### src/rtl/counter_sequencer.sv
// Sequencer for the 8-bit T-flip-flop counter: button commands,
// rate divider, terminal stop/wrap and registered counter clear.
//
// Ports:
//   clock, reset_n        clock, async active-low reset
//   start_n/stop_n/clear_n raw active-low push buttons
//   rate_sel [1:0]        divider reload select (RATE0..RATE3)
//   target [7:0]          terminal count (live)
//   wrap_en               1: clear and continue, 0: stop at target
//   count_q [7:0]         counter value
//   count_en              one-cycle counter enable
//   count_clear_b         registered active-low counter clear
//   busy / done           state==RUN / state==DONE
//   state [1:0]           IDLE=0 RUN=1 PAUSE=2 DONE=3
module counter_sequencer #(
  parameter int DIV_W = 26,
  parameter int RATE0 = 0,
  parameter int RATE1 = 12499999,
  parameter int RATE2 = 24999999,
  parameter int RATE3 = 49999999
) (
  input  logic       clock,
  input  logic       reset_n,
  input  logic       start_n,
  input  logic       stop_n,
  input  logic       clear_n,
  input  logic [1:0] rate_sel,
  input  logic [7:0] target,
  input  logic       wrap_en,
  input  logic [7:0] count_q,
  output logic       count_en,
  output logic       count_clear_b,
  output logic       busy,
  output logic       done,
  output logic [1:0] state
);

  typedef enum logic [1:0] {
    IDLE  = 2'd0,
    RUN   = 2'd1,
    PAUSE = 2'd2,
    DONE  = 2'd3
  } state_t;

  state_t r_state;
  state_t w_next;

  // bit 0 start, bit 1 stop, bit 2 clear
  logic [2:0] r_s1;
  logic [2:0] r_s2;
  logic [2:0] r_s3;
  logic [2:0] w_pulse;
  logic       w_clr;
  logic       w_stop;
  logic       w_start;
  logic       w_cmd;

  logic [DIV_W-1:0] r_div;
  logic [DIV_W-1:0] w_reload;
  logic             w_tick;
  logic             w_term;
  logic             w_go;
  logic             r_clr_b;

  always_ff @(posedge clock or negedge reset_n) begin
    if (!reset_n) begin
      r_s1 <= '1;
      r_s2 <= '1;
      r_s3 <= '1;
    end else begin
      r_s1 <= {clear_n, stop_n, start_n};
      r_s2 <= r_s1;
      r_s3 <= r_s2;
    end
  end

  // Falling edge of the synchronized level: one pulse per press.
  assign w_pulse = r_s3 & ~r_s2;
  assign w_clr   = w_pulse[2];
  assign w_stop  = w_pulse[1];
  assign w_start = w_pulse[0];
  assign w_cmd   = |w_pulse;

  always_comb begin
    w_reload = DIV_W'(RATE0);
    unique case (rate_sel)
      2'd0: w_reload = DIV_W'(RATE0);
      2'd1: w_reload = DIV_W'(RATE1);
      2'd2: w_reload = DIV_W'(RATE2);
      2'd3: w_reload = DIV_W'(RATE3);
      default: w_reload = DIV_W'(RATE0);
    endcase
  end

  assign w_tick = (r_state == RUN) && (r_div == '0);
  // A pending command always outranks the terminal match.
  assign w_term = (r_state == RUN) && (count_q == target) && !w_cmd;
  assign w_go   = (w_next == RUN) && (r_state != RUN);

  always_ff @(posedge clock or negedge reset_n) begin
    if (!reset_n) begin
      r_state <= IDLE;
    end else begin
      r_state <= w_next;
    end
  end

  always_comb begin
    w_next = r_state;
    priority case (1'b1)
      w_clr: w_next = IDLE;
      w_stop: begin
        if (r_state == RUN) w_next = PAUSE;
      end
      w_start: begin
        if (r_state == IDLE || r_state == PAUSE) w_next = RUN;
      end
      (w_term && !wrap_en): w_next = DONE;
      default: w_next = r_state;
    endcase
  end

  always_ff @(posedge clock or negedge reset_n) begin
    if (!reset_n) begin
      r_div <= DIV_W'(RATE0);
    end else if (w_clr || w_go || w_tick) begin
      r_div <= w_reload;
    end else if (r_state == RUN) begin
      r_div <= r_div - DIV_W'(1);
    end
  end

  // Held low through reset; one low cycle per clear or wrap.
  always_ff @(posedge clock or negedge reset_n) begin
    if (!reset_n) begin
      r_clr_b <= 1'b0;
    end else begin
      r_clr_b <= ~(w_clr | (w_term & wrap_en));
    end
  end

  always_comb begin
    state         = r_state;
    busy          = (r_state == RUN);
    done          = (r_state == DONE);
    count_clear_b = r_clr_b;
    count_en      = w_tick && (count_q != target) && r_clr_b;
  end

endmodule

### config.mk
export PLATFORM = sky130hd
export DESIGN_NAME = counter_sequencer
export DESIGN_NICKNAME = d
export VERILOG_FILES = /design/src/rtl/counter_sequencer.sv
export SDC_FILE = /design/constraint.sdc
export NUM_CORES = 1
export LEC_CHECK = 0
export BUFFER_PORTS_ARGS = -buffer_cell sky130_fd_sc_hd__buf_2
export CAP_MARGIN = 20
export CORE_MARGIN = 4
export CORE_UTILIZATION = 60
export DETAILED_ROUTE_END_ITERATION = 12
export MAX_ROUTING_LAYER = met4
export PLACE_DENSITY = 0.82
export SYNTH_ARGS = -nofsm -noshare
export SYNTH_HDL_FRONTEND = slang
export SYNTH_SLANG_ARGS = --single-unit
### constraint.sdc
create_clock -name clock -period 4.15 [get_ports clock]
set_clock_uncertainty 0.05 [all_clocks]
set_input_delay 0.415 -clock clock [delete_from_list [all_inputs] [get_ports clock]]
set_output_delay 0.415 -clock clock [all_outputs]
set_load 0.005 [all_outputs]
## Word level (Yosys, flattened, before mapping)

Index checks and enable logic that the tools add are counted.

- Memories: 0
- Register bits after elaboration: 38
- Memory bits (read-only): 0
- Latch bits: 0
- Input port bits: 24
- Logic and storage cells: 48
- RAM bits: 0

- Bitwise operators: 5
- Multiply operators: 0
- Div/mod/pow operators: 0
- Reductions and logical operators: 17
- Muxes and demuxes: 9
- Equal/unequal tests: 10
- $add $sub $neg: 1
- Magnitude comparators: 0
- Shift operators: 0

Operators by type and width:

| cell | number |
|---|---|
| $pmux 26 s4 | 1 |
| $mux 26 | 2 |
| $logic_not 26->1 | 1 |
| $sub 26x1->26 const B | 1 |
| $mux 2 | 6 |
| $eq 2x2->1 const B | 4 |
| $eq 8x8->1 | 1 |
| $ne 8x8->1 | 1 |
| $logic_and 1x1->1 | 7 |
| $eq 2x1->1 const B | 3 |
| $logic_not 2->1 | 2 |
| $and 3x3->3 | 1 |
| $logic_or 1x1->1 | 3 |
| $not 3->3 | 1 |
| $reduce_or 3->1 | 1 |
| $logic_not 1->1 | 2 |
| $ne 2x1->1 const B | 1 |
| $reduce_bool 2->1 | 1 |
| $and 1x1->1 | 1 |
| $not 1->1 | 1 |
| $or 1x1->1 | 1 |

## Logic depth before layout (Yosys ltp)

- Word-level depth: 15
- Depth in mapped cells: 8
- Mapped depth without buffers: 7

## Worst setup path after synthesis

Ideal clock, no wire load.

- Path type: register to register
- Start point: register r_div[6]
- End point: register r_div[23]
- Data arrival time: 1618 ps
- Period minus slack after synthesis: 1793 ps
- Setup time: 126 ps
- Slack: 2357 ps
- Cell stages (with the launch flop): 7
- Cell sequence: dfrtp_1 -> nor4_4 -> nand4_1 -> o21a_1 -> buf_6 -> nor2_1 -> a21oi_1

- Word-level cells in the longest chain between the ends: 4
- Elaborated cells between the ends (all ways): 7
- Classes of those cells: add/sub: 1; mux: 2; reduce/logical: 4

Ends and longest elaborated chain:

| what | RTL line | RTL |
|---|---|---|
| start: declaration | 58 | `logic [DIV_W-1:0] r_div;` |
| start signal: assignment | 125 | `r_div <= DIV_W'(RATE0);` |
| start signal: assignment | 127 | `r_div <= w_reload;` |
| start signal: assignment | 129 | `r_div <= r_div - DIV_W'(1);` |
| branches (longest 4 deep; another with $sub 26x1->26) | -- |  |

Several ways; the timed one is not identified. The select of a mux whose other input is x is not followed.
A chain may end at the register's enable or synchronous reset.

## Worst setup path after layout

- Start point: register r_div[11]
- End point: register r_div[13]

Same word-level chain as after synthesis.

==> results.sh <==
export IMPL_p_seq_share_pct=58.3
export IMPL_setup_violations=0
export IMPL_drv_cap=0
export IMPL_hold_viol_final=0
export IMPL_synthArstFlopShare_pct=100
export IMPL_ys_warnings_count=0
export IMPL_tns_ns=0
export IMPL_cts_htree_levels=2
export IMPL_drc=0
export IMPL_clk_pin_slew_worst_paths_ns=0.12
export IMPL_gp_congestion=0.921
export IMPL_final_antenna_net_count=0
export IMPL_ctsLongestPathBuffers=2
export IMPL_setup_slack_ns=1.30
export IMPL_clkLatencyLatePin_ns=0.35
export IMPL_synth_top_area_share_pct=36.6
export IMPL_io_buffers=29
export IMPL_syn_mean_instance_area_um2=10.3
export IMPL_crit_family="simple AND/OR/NAND/NOR gates"
export IMPL_worst_slew_pin_slew_ns=1.02
export IMPL_vdd_drop_max_v=0.000280
export IMPL_die_h_um=65.5
export IMPL_status="completed"
export IMPL_p_leak_uw=0.000894
export IMPL_pwr_share_comb_pct=17.8
export IMPL_power_uw=807
export IMPL_cts_root_buf="clkbuf_4"
export IMPL_cts_made_buffers=5
export IMPL_cts_resized=0
export IMPL_num_vias=1508
export IMPL_cp_max_fo=32
export IMPL_synth_cells=193
export IMPL_hold_path_class="input pin to async pin"
export IMPL_place_ws_ns=1.32
export IMPL_synth_edf_count=0
export IMPL_ys_types=34
export IMPL_postCtsSetupBuffers=0
export IMPL_swShare_pct=31.3
export IMPL_drive_gt1_share_pct=24.3
export IMPL_synthTopCellsByCount="29 x dfrtp_1, 23 x a21oi_1, 20 x nor2_1"
export IMPL_path_cells="nor4_1 > nand4_1 > o21a_1 > nor2b_1 > a21oi_1"
export IMPL_dp_hpwl_um=2880
export IMPL_antenna_found_initial=0
export IMPL_drtPass1Iterations=4
export IMPL_worstSetupStartpointType="register"
export IMPL_ios=30
export IMPL_synthesis_nets=222
export IMPL_p_int_uw=554
export IMPL_grt_ovfl_total=0
export IMPL_initial_utilization_pct=63.9
export IMPL_cts_hold_buf=0
export IMPL_rsz0062_at_grt="no"
export IMPL_pwr_share_clk_pct=24.0
export IMPL_via_per_inst=5.59
export IMPL_critPathBufInv=0
export IMPL_antenna_cells=0
export IMPL_track_usage_pct=21.4
export IMPL_die_area_um2=4290
export IMPL_critPathArrivalTime_ns=2.99
export IMPL_fill_cells=249
export IMPL_critPathSlowestCell="nor2b_1"
export IMPL_max_stage_delay_ns=0.70
export IMPL_fp_row_count=20
export IMPL_p_per_area_nw_per_um2=365
export IMPL_grt_first_pass_wirelength_um=6800
export IMPL_final_util_pct=71.2
export IMPL_synthTopCellsByArea="dfrtp_1 37%, dfstp_2 12%, xnor2_1 7.1%, xor2_1 6.6%, a21oi_1 5.8%"
export IMPL_reg2reg_depth=5
export IMPL_setup_worst_path_class="register to register"
export IMPL_grt_max_degree=39
export IMPL_areaGrowthSynthToFinish_pct=11.4
export IMPL_design_area_um2=2210
export IMPL_clock_sinks=38
export IMPL_fp_dieW_um=65.5
export IMPL_yosysTopAreaCell="dfrtp_1"
export IMPL_max_slew_margin_pct=32.0
export IMPL_synthFlopType="dfrtp_1"
export IMPL_finalMaxSlewViolations=0
export IMPL_cts_tree="yes"
export IMPL_ys_seq_elements=38
export IMPL_grt_pass1_vias=1579
export IMPL_fin_nets=254
export IMPL_path_depth=5
export IMPL_fin_crit_ns=2.85
export IMPL_yosys_cell_count_top_type="dfrtp_1"
export IMPL_period_share_pct=68.6
export IMPL_placed_area_um2=2150
export IMPL_wl_um=3890
export IMPL_wl_per_cell_um=14.4
export IMPL_drt_iter0_markers=107
export IMPL_required_ns=4.29
export IMPL_synth_area_um2=1980
export IMPL_timing_fmax_mhz=351
export IMPL_fp_coreArea_um2=3100
export IMPL_synth_seq_area_share_pct=48.5
export IMPL_crit_path_end_kind="register"
export IMPL_p_sw_uw=253
-- stage by stage --
step / hold WS, ns / std cells
6_report: 0.0823 / 270
5_1_grt: 0.0739 / 270
4_1_cts: 0.0797 / 270
3_5_place_dp: 0.299 / 262
3_3_place_gp: 0.296 / 262
2_1_floorplan: 0.0694 / 193
-- worst reg2reg max path, cell delays in order (launching register included) --
cell and delay, ns:
dfrtp_1 0.41, nor4_1 0.46, nand4_1 0.33, o21a_1 0.64, nor2b_1 0.70, a21oi_1 0.10
-- power by group through the flow --
stage          Sequential (uW)  Combinational [uW]  Clock, uW
2_1_floorplan              465                 104          0
3_3_place_gp               472                 136          0
3_5_place_dp               476                 144          0
4_1_cts                    469                 145        202
5_1_grt                    476                 164        221
6_report                   470                 144        193
-- routing by layer --
layer / share of wire [%] / GRT usage (%) / wire length [um] / vias up
met5: 0 / - / 0 / -
met4: 2.6 / 11.1 / 102 / 0
li1: - / - / - / 741
met3: 4.6 / 5.13 / 178 / 11
met2: 51 / 34.9 / 1970 / 34
met1: 42 / 24.6 / 1640 / 722
-- area by class of cell --
type | count | area, um^2 | share of cell area (%)
clock buffer | 5 | 37.5 | 1.70
timing repair buffer | 29 | 145 | 6.57
clock inverter | 3 | 21.3 | 0.963
multi-input combinational | 146 | 970 | 43.9
inverter | 5 | 18.8 | 0.849
sequential | 38 | 962 | 43.5
tap | 44 | 55.1 | 2.49
-- state kept, by name (all words and copies together) (netlist names) --
register	flops
count_clear_b	1
r_div	26
r_s1	3
r_s2	3
r_s3	3
state	2
-- worst paths after layout --
check / startpoint / end / slack (ns)
min in group clock: start_n / r_s1[0] / 0.10
max in group asynchronous: reset_n / r_div[4] / 3.47
worst max register to register: r_div[11] / r_div[13] / 1.30
worst min register to register: r_s1[1] / r_s2[1] / 0.32
worst max-delay path: r_div[11] / r_div[13] / 1.30
worst min-delay path: reset_n / r_div[23] / 0.08
-- cell families (layout without fill, tap and decap cells) --
logic type               count (synthesis)  in the layout  synth area share (%)
AO/OA/AOI/OAI                           33             33                  9.46
XOR/XNOR                                31             31                  13.7
adder cells (fa/ha/maj)                  5              5                  3.15
buffers and inverters                    9             42                  2.59
flip-flops                              38             38                  48.5
AND/OR/NAND/NOR                         77             77                  22.6
-- layout by cell type (no fill, tap or decap), types with 2 or more instances in the layout --
| cell type | instances |
|---|---|
| nor3_1 | 8 |
| nand4b_1 | 2 |
| ha_1 | 5 |
| o21a_1 | 2 |
| and2_1 | 2 |
| nand4_1 | 2 |
| a21oi_1 | 23 |
| clkbuf_4 | 5 |
| inv_1 | 5 |
| o32a_1 | 2 |
| nor2b_1 | 6 |
| nor2_1 | 20 |
| o21ai_0 | 2 |
| and2_2 | 2 |
| nand3_1 | 2 |
| dfrtp_1 | 29 |
| dfstp_2 | 9 |
| nand2_1 | 13 |
| nand2b_1 | 2 |
| a31oi_1 | 3 |
| xnor2_1 | 16 |
| nor4_1 | 9 |
| buf_2 | 29 |
| xor2_1 | 15 |
No activity file was read; power rests on OpenSTA's default activity.
